==> config.mk <==
export PLATFORM = sky130hd
export DESIGN_NAME = io_bus_arbiter
export DESIGN_NICKNAME = d
export VERILOG_FILES = /design/src/rtl/io_bus_pkg.sv /design/src/rtl/rr_arb2.sv /design/src/rtl/io_bus_arbiter.sv
export SDC_FILE = /design/constraint.sdc
export NUM_CORES = 1
export LEC_CHECK = 0
export BUFFER_PORTS_ARGS = -buffer_cell sky130_fd_sc_hd__buf_4
export CORE_AREA = 2 2 106 108
export CTS_CLUSTER_SIZE = 20
export DETAILED_ROUTE_END_ITERATION = 16
export DIE_AREA = 0 0 108 110
export GPL_ROUTABILITY_DRIVEN = 0
export GPL_TIMING_DRIVEN = 0
export SLEW_MARGIN = 20
export SYNTH_ARGS = -nofsm -noshare
export SYNTH_HDL_FRONTEND = slang
export SYNTH_HIERARCHICAL = 1
export SYNTH_SLANG_ARGS = --single-unit
==> constraint.sdc <==
create_clock -name clk -period 2.6 [get_ports clk]
set_clock_uncertainty 0.2 [all_clocks]
set_input_delay 0.39 -clock clk [delete_from_list [all_inputs] [get_ports clk]]
set_output_delay 0.39 -clock clk [all_outputs]
set_load 0.03 [all_outputs]
==> src/rtl/io_bus_pkg.sv <==
// Shared I/O bus constants and FSM state type.
// Also used by the I/O decode block and the CPU MMIO logic.
package io_bus_pkg;

  localparam int IO_DATA_W = 16;
  localparam int IO_ADDR_W = 16;
  localparam logic [15:0] IO_BASE_ADDR = 16'hC000;

  typedef enum logic [1:0] {
    IDLE   = 2'd0,
    ACCESS = 2'd1,
    RESP   = 2'd2
  } io_state_t;

endpackage

==> src/rtl/rr_arb2.sv <==
// Two-way round-robin picker.
// On a tie the master that was not served last wins.
module rr_arb2 (
  input  logic [1:0] req,
  input  logic       last,
  output logic       idx,
  output logic       valid
);

  assign valid = |req;

  always_comb begin
    idx = 1'b0;
    unique case (1'b1)
      (&req):          idx = ~last;
      (req == 2'b10):  idx = 1'b1;
      default:         idx = 1'b0;
    endcase
  end

endmodule

==> src/rtl/io_bus_arbiter.sv <==
// Round-robin arbiter sharing the MMIO bus between CPU (m0) and
// the debug/loader master (m1); one transaction in flight.
module io_bus_arbiter
  import io_bus_pkg::*;
#(
  parameter int DATA_W = IO_DATA_W,
  parameter int ADDR_W = IO_ADDR_W,
  parameter logic [ADDR_W-1:0] IO_BASE = IO_BASE_ADDR
) (
  input  logic              clk,
  input  logic              rst,
  input  logic              m0_req,
  input  logic              m0_we,
  input  logic [ADDR_W-1:0] m0_addr,
  input  logic [DATA_W-1:0] m0_wdata,
  output logic              m0_gnt,
  output logic              m0_rvalid,
  output logic [DATA_W-1:0] m0_rdata,
  input  logic              m1_req,
  input  logic              m1_we,
  input  logic [ADDR_W-1:0] m1_addr,
  input  logic [DATA_W-1:0] m1_wdata,
  output logic              m1_gnt,
  output logic              m1_rvalid,
  output logic [DATA_W-1:0] m1_rdata,
  output logic [ADDR_W-1:0] io_addr,
  output logic [DATA_W-1:0] io_wdata,
  output logic              io_we,
  output logic              io_re,
  input  logic [DATA_W-1:0] io_rdata,
  output logic              busy,
  output logic              err
);

  io_state_t state;

  logic       last_served;
  logic       own;
  logic       cmd_we;
  logic       cmd_ok;
  logic [1:0] gnt;
  logic [1:0] rv;

  logic              win;
  logic              win_vld;
  logic              sel_we;
  logic              sel_ok;
  logic [ADDR_W-1:0] sel_addr;
  logic [DATA_W-1:0] sel_wdata;
  logic [DATA_W-1:0] rd_in;

  rr_arb2 u_arb (
    .req   ({m1_req, m0_req}),
    .last  (last_served),
    .idx   (win),
    .valid (win_vld)
  );

  assign sel_we    = win ? m1_we    : m0_we;
  assign sel_addr  = win ? m1_addr  : m0_addr;
  assign sel_wdata = win ? m1_wdata : m0_wdata;
  assign sel_ok    = (sel_addr >= IO_BASE);

  // Illegal reads complete with zero data.
  assign rd_in = cmd_ok ? io_rdata : '0;

  always_ff @(posedge clk) begin
    if (rst) begin
      state       <= IDLE;
      last_served <= 1'b1;
      own         <= 1'b0;
      cmd_we      <= 1'b0;
      cmd_ok      <= 1'b0;
      io_addr     <= '0;
      io_wdata    <= '0;
      gnt         <= '0;
      io_we       <= 1'b0;
      io_re       <= 1'b0;
      err         <= 1'b0;
      rv          <= '0;
      m0_rdata    <= '0;
      m1_rdata    <= '0;
    end else begin
      gnt   <= '0;
      io_we <= 1'b0;
      io_re <= 1'b0;
      err   <= 1'b0;
      rv    <= '0;
      unique case (state)
        IDLE: begin
          if (win_vld) begin
            state       <= ACCESS;
            last_served <= win;
            own         <= win;
            cmd_we      <= sel_we;
            cmd_ok      <= sel_ok;
            io_addr     <= sel_addr;
            io_wdata    <= sel_wdata;
            gnt[win]    <= 1'b1;
            io_we       <= sel_we & sel_ok;
            io_re       <= ~sel_we & sel_ok;
            err         <= ~sel_ok;
          end
        end
        ACCESS: begin
          if (cmd_we) begin
            state <= IDLE;
          end else begin
            state   <= RESP;
            rv[own] <= 1'b1;
            if (own) m1_rdata <= rd_in;
            else     m0_rdata <= rd_in;
          end
        end
        RESP: state <= IDLE;
        default: state <= IDLE;
      endcase
    end
  end

  assign m0_gnt = gnt[0];
  assign m1_gnt = gnt[1];

  // Reset during RESP drops the response pulse in that same cycle.
  assign m0_rvalid = rv[0] & ~rst;
  assign m1_rvalid = rv[1] & ~rst;

  assign busy = (state != IDLE);

endmodule

# Word-level counts from Yosys, hierarchy flattened
# Cells that the tools add are included.
[totals] ff_bits=77 in_bits=86 out_inout_bits=72 wordCells=58
[op_classes] n_lt_le_gt_ge=5 n_eq_ne=3 muxes=12 bitwise_logic=13 reduce_logical=11
[op_table] cell="16-bit two-way mux" n=3
[op_table] cell="16-bit greater-or-equal comparator (second input constant)" n=1
[op_table] cell="1-bit NOT" n=9
[op_table] cell="3-bit AND reduction" n=2
[op_table] cell="3-bit OR reduction" n=2
[op_table] cell="1-bit bitwise AND" n=4
[op_table] cell="1-bit by 2-bit < comparator with 1-bit output (second input constant)" n=2
[op_table] cell="2-bit two-way mux" n=2
[op_table] cell="2-bit case mux with 2 select lines" n=1
[op_table] cell="2-bit AND reduction" n=2
[op_table] cell="1-bit two-way mux" n=3
[op_table] cell="1-bit demux with 1-bit select" n=2
[op_table] cell="2-bit by 1-bit == test with 1-bit output (second input constant)" n=1
[op_table] cell="2-bit == test (second input constant)" n=1
[op_table] cell="1-bit greater-or-equal comparator (second input constant)" n=2
[op_table] cell="1-bit logical AND" n=2
[op_table] cell="2-bit zero test" n=1
[op_table] cell="2-bit by 1-bit inequality test with 1-bit output (second input constant)" n=1
[op_table] cell="1-bit case mux with 2 select lines" n=1
[op_table] cell="2-bit nonzero test" n=1
[op_table] cell="2-bit OR reduction" n=1

# Logic depth before layout (Yosys ltp)
[depth] depth_word=6 ltp_mapped=6 mapped_depth_nobuf=5

# Cells and area by module
# The synthesis kept the hierarchy.
[modules_own_cells] module="io_bus_arbiter" n_inst=1 cells_each=293 area_per_inst_um2=3124.2 seq_area_each_um2=1541.5
[modules_own_cells] module="rr_arb2" n_inst=1 cells_each=2 area_per_inst_um2=13.8 seq_area_each_um2=0.0

# Least setup slack after synthesis
# No wires, ideal clock.
[synth_timing] path_kind="input-to-reg" start="input port m1_req" end="register io_addr[0]" t_arrival_ns=1.498 required_time_ns=2.285 setup_slack_ns=0.787 stages=5 n_path_buf=2 cell_sequence="a21boi_0 -> buf_4 -> buf_1 -> mux2i_1 -> o2bb2ai_2"
[synth_between] elab_chain_len=3
[synth_lines] item="from (decl)" line="io_bus_arbiter.sv:19" rtl="input logic m1_req,"
[synth_lines] item="2-bit == test or 2-bit AND reduction (tied branches)" line="rr_arb2.sv:16, rr_arb2.sv:15"
[synth_lines] item="1-bit case mux with 2 select lines" line="rr_arb2.sv:14" rtl="unique case (1'b1)"
[synth_lines] item="16-bit two-way mux" line="io_bus_arbiter.sv:60" rtl="assign sel_addr = win ? m1_addr : m0_addr;"
[synth_lines] item="to (signal assigned)" line="io_bus_arbiter.sv:97" rtl="io_addr <= sel_addr;"
[synth_lines] item="to (decl)" line="io_bus_arbiter.sv:26" rtl="output logic [ADDR_W-1:0] io_addr,"
# Several ways; a longest one is shown, not always the timed one.
# A chain may end at the register's enable or synchronous reset.

# Worst setup path after layout
[layout_timing] start="register last_served" end="register io_wdata[14]"
[layout_between] elab_chain_len=3
[layout_lines] item="from (decl)" line="io_bus_arbiter.sv:37" rtl="logic last_served;"
[layout_lines] item="from (signal assigned)" line="io_bus_arbiter.sv:93" rtl="last_served <= win;"
[layout_lines] item="1-bit NOT" line="rr_arb2.sv:15" rtl="(&req): idx = ~last;"
[layout_lines] item="1-bit case mux with 2 select lines" line="rr_arb2.sv:14"
[layout_lines] item="named net win" line="io_bus_arbiter.sv:44" rtl="logic win;"
[layout_lines] item="16-bit two-way mux" line="io_bus_arbiter.sv:61" rtl="assign sel_wdata = win ? m1_wdata : m0_wdata;"
[layout_lines] item="to (signal assigned)" line="io_bus_arbiter.sv:98" rtl="io_wdata <= sel_wdata;"
[layout_lines] item="to (decl)" line="io_bus_arbiter.sv:27" rtl="output logic [DATA_W-1:0] io_wdata,"
# The timed path passes the listed nets, and every way through them passes these cells.

==> summary.txt <==
Timing
  • Fin. Hold Viols: 0
  • RSZ-0062 raised after global routing: no
  • Max Fclk: 511 MHz
  • Fin crit share: 75.2%
  • Final Slew Violations: 0
  • Final min period: 1.96 ns
  • Total negative slack: 0 ns
  • Final setup viols: 0
  • Final Worst Setup Slack: 0.644 ns
  • Least-Margin Pin Slew: 0.683 ns
  • Slew margin rel.: 54.5%

Worst setup path
  • Largest stage delay on the critical path: 0.55 ns
  • Type of the worst setup path: flop to flop
  • Slowest CP cell: buf_1
  • Reg2reg path depth: 5
  • CP endpoint: io_wdata[14]
  • Reg-to-Reg End: io_wdata[14]
  • Worst-path cell chain: a21boi_0 -> buf_4 -> buf_1 -> mux2i_1 -> o2bb2ai_2
  • Reg-to-reg slack, setup: 0.64 ns
  • Reg2reg start: last_served
  • Crit Path Max Fanout: 10
  • CP Launch Point: last_served
  • CP Capture Type: flop
  • WP data required: 2.64 ns
  • Critical path startpoint category: flop
  • Crit path DAT: 2.00 ns

Clock network
  • TritonCTS clock tree: done
  • Clk buf depth: 2
  • Clock sink count: 77
  • Root Buffer: clkbuf_8
  • Number of buffers created by CTS: 9
  • Cts hold-fix bufs: 0
  • Worst-path clk slew: 0.08 ns
  • Gates resized, CTS repair: 0
  • H-tree levels: 3
  • Post-CTS Setup Bufs: 0
  • Clock latency at the later pin of the worst-skew pair: 0.35 ns

Synth
  • Register area share after synthesis: 49.1%
  • Asr flop ratio synth: 0%
  • Synth cell types: 32
  • Synthesized area: 3140 um2
  • Post-synth EDFFs: 0
  • Flops & latches, synth: 77
  • Synth top area share: 49.1%
  • Top cells by area, synth: dfxtp_1 (49%), o2bb2ai_2 (14%), mux2i_1 (11%)
  • Post-Syn Nets: 381
  • Ys Warns: 6
  • Area leader, netlist: dfxtp_1
  • Synth Instances: 295
  • Most used DFF post-synth: dfxtp_1
  • Syn avg cell area: 10.6 um2

Pwr
  • Worst vdd ir: 0.275 mV
  • Leakage power: 2.04 nW
  • Power Dens Cells: 619 nW/um2
  • Logic pwr share: 20.7%
  • Register share of total power: 44.5%
  • Sw power: 857 uW
  • Total power: 2.92 mW
  • Clock power frac: 34.8%
  • Sw Ratio: 29.4%
  • Internal: 2.06 mW

Run
  • Number of max-cap violations: 0

Place
  • Pre-CTS setup slack: 0.436 ns
  • Post-detail-place hpwl: 6.77 mm
  • Buffers on Ports: 157
  • Placed Area: 4490 um2

Cells and area
  • Util after Layout: 44.1%
  • Synthesis-to-layout area growth: 50.2%
  • Layout Nets: 549
  • Commonest cells after routing, fill and taps aside: buf_4 (158), dfxtp_1 (77), a21oi_1 (33), mux2i_1 (33)
  • Most common cell after layout, fill and taps aside: buf_4
  • Fraction of layout cells with a size suffix above 1: 47.4%
  • Design Area, Final: 4710 um2
  • N_diodes: 0

Floorplanning
  • Core Region: 10700 um2
  • Row count: 38
  • Die Width: 108 um
  • Boundary Pins: 158
  • Die Area: 11900 um2
  • Initial core utilization: 29.3%
  • Die height: 110 um

Route
  • Post-route antenna net violation count: 0
  • DR vias/cell: 4.55
  • Detailed-router iteration count before antenna repair: 4
  • Vias: 2765
  • Initial drt markers: 76
  • Final WL: 8.92 mm
  • WL/cell: 14.7 um
  • DRC Markers: 0

Worst hold path
  • Hold Path Class: input port to flop

Global route
  • Total global routing overflow: 0
  • Met2 Usage GRT: 26.1%
  • GR peak layer: met2
  • Largest net degree at the start of global routing: 15
  • First-pass GRT wire length: 13.9 mm
  • GRT Util Overall: 15.1%
  • Antenna violations before repair: 0
  • GR Layer Usage met1: 17.9%
  • Met3 GRT Util: 4.06%
  • Number of global-route vias before repair: 2731

Outcome
  • Status: finished clean
==> cells by family (layout without fill, tap and decap cells) <==
kind of cell,after synthesis,count (layout),share of synthesized area [%]
AND/OR/NAND/NOR,84,84,13.7
flip-flops,77,77,49.1
AO/OA/AOI/OAI,71,71,21.5
multiplexers,33,33,10.5
buffers and inverters,30,203,5.22
==> flip-flops by register name, summed over array words and instances, names as in the netlist <==
| name | flops |
|---|---|
| cmd_ok | 1 |
| cmd_we | 1 |
| err | 1 |
| gnt | 2 |
| io_addr | 16 |
| io_re | 1 |
| io_wdata | 16 |
| io_we | 1 |
| last_served | 1 |
| m0_rdata | 16 |
| m1_rdata | 16 |
| own | 1 |
| rv | 2 |
| state | 2 |
==> stage by stage <==
stage	hold slack, ns	cells
after floorplan	0.222	295
after global placement	0.244	592
after detailed placement	0.243	592
after CTS	0.0921	608
after global routing	0.0888	608
final	0.0995	608
==> critical path: cells and delay by family (launching register included) <==
kind	cells	cell delay [ns]
muxes	1	0.33
DFF	1	0.31
buffers and inverters	2	0.76
AOI/OAI and AO/OA	2	0.24
==> per-layer routing <==
| layer | vias up | part of all wire, % |
|---|---|---|
| met4 | 0 | 2.0 |
| met5 | - | 0 |
| met1 | 1275 | 42 |
| li1 | 1397 | - |
| met3 | 11 | 4.7 |
| met2 | 82 | 51 |
==> worst min path at each step <==
stage               depth (start not counted)  slack (ns)          from           end
finish                                      3         0.1  m0_wdata[12]  io_wdata[12]
CTS                                         3        0.09  m0_wdata[12]  io_wdata[12]
global placement                            2        0.24  m1_rdata[15]  m1_rdata[15]
global route                                3        0.09   io_rdata[6]   m1_rdata[6]
floorplan                                   2        0.22   last_served   last_served
detailed placement                          2        0.24   last_served   last_served
==> power by group through the flow <==
stage                     logic [mW]  clock network (mW)  registers (mW)
after floorplan                0.235                   0            1.43
after global placement         0.603                   0            1.32
after detailed placement       0.609                   0            1.32
after CTS                      0.610                1.04            1.30
after global routing           0.644                1.09            1.31
final                          0.604                1.02            1.30
==> cells in the mapped netlist (2+ instances only) <==
| cell | instances |
|---|---|
| nand3_1 | 32 |
| nor2b_1 | 2 |
| or4b_1 | 2 |
| buf_6 | 4 |
| nor2_1 | 7 |
| o2bb2ai_1 | 3 |
| clkbuf_1 | 9 |
| a22o_1 | 2 |
| inv_1 | 3 |
| nand2_1 | 32 |
| dfxtp_1 | 77 |
| buf_2 | 9 |
| mux2i_1 | 33 |
| o2bb2ai_2 | 29 |
| buf_1 | 2 |
| a21oi_1 | 33 |
==> area by class of cell <==
class                      instances  area [um2]
buffer                            26         144
clock buffer                       9         124
clock inverter                     7        97.6
fill                            1051        5980
inverter                           4        20.0
multi-input combinational        188        1430
sequential                        77        1540
tap                              140         175
timing repair buffer             157        1180
No activity file was read; power rests on OpenSTA's default activity.
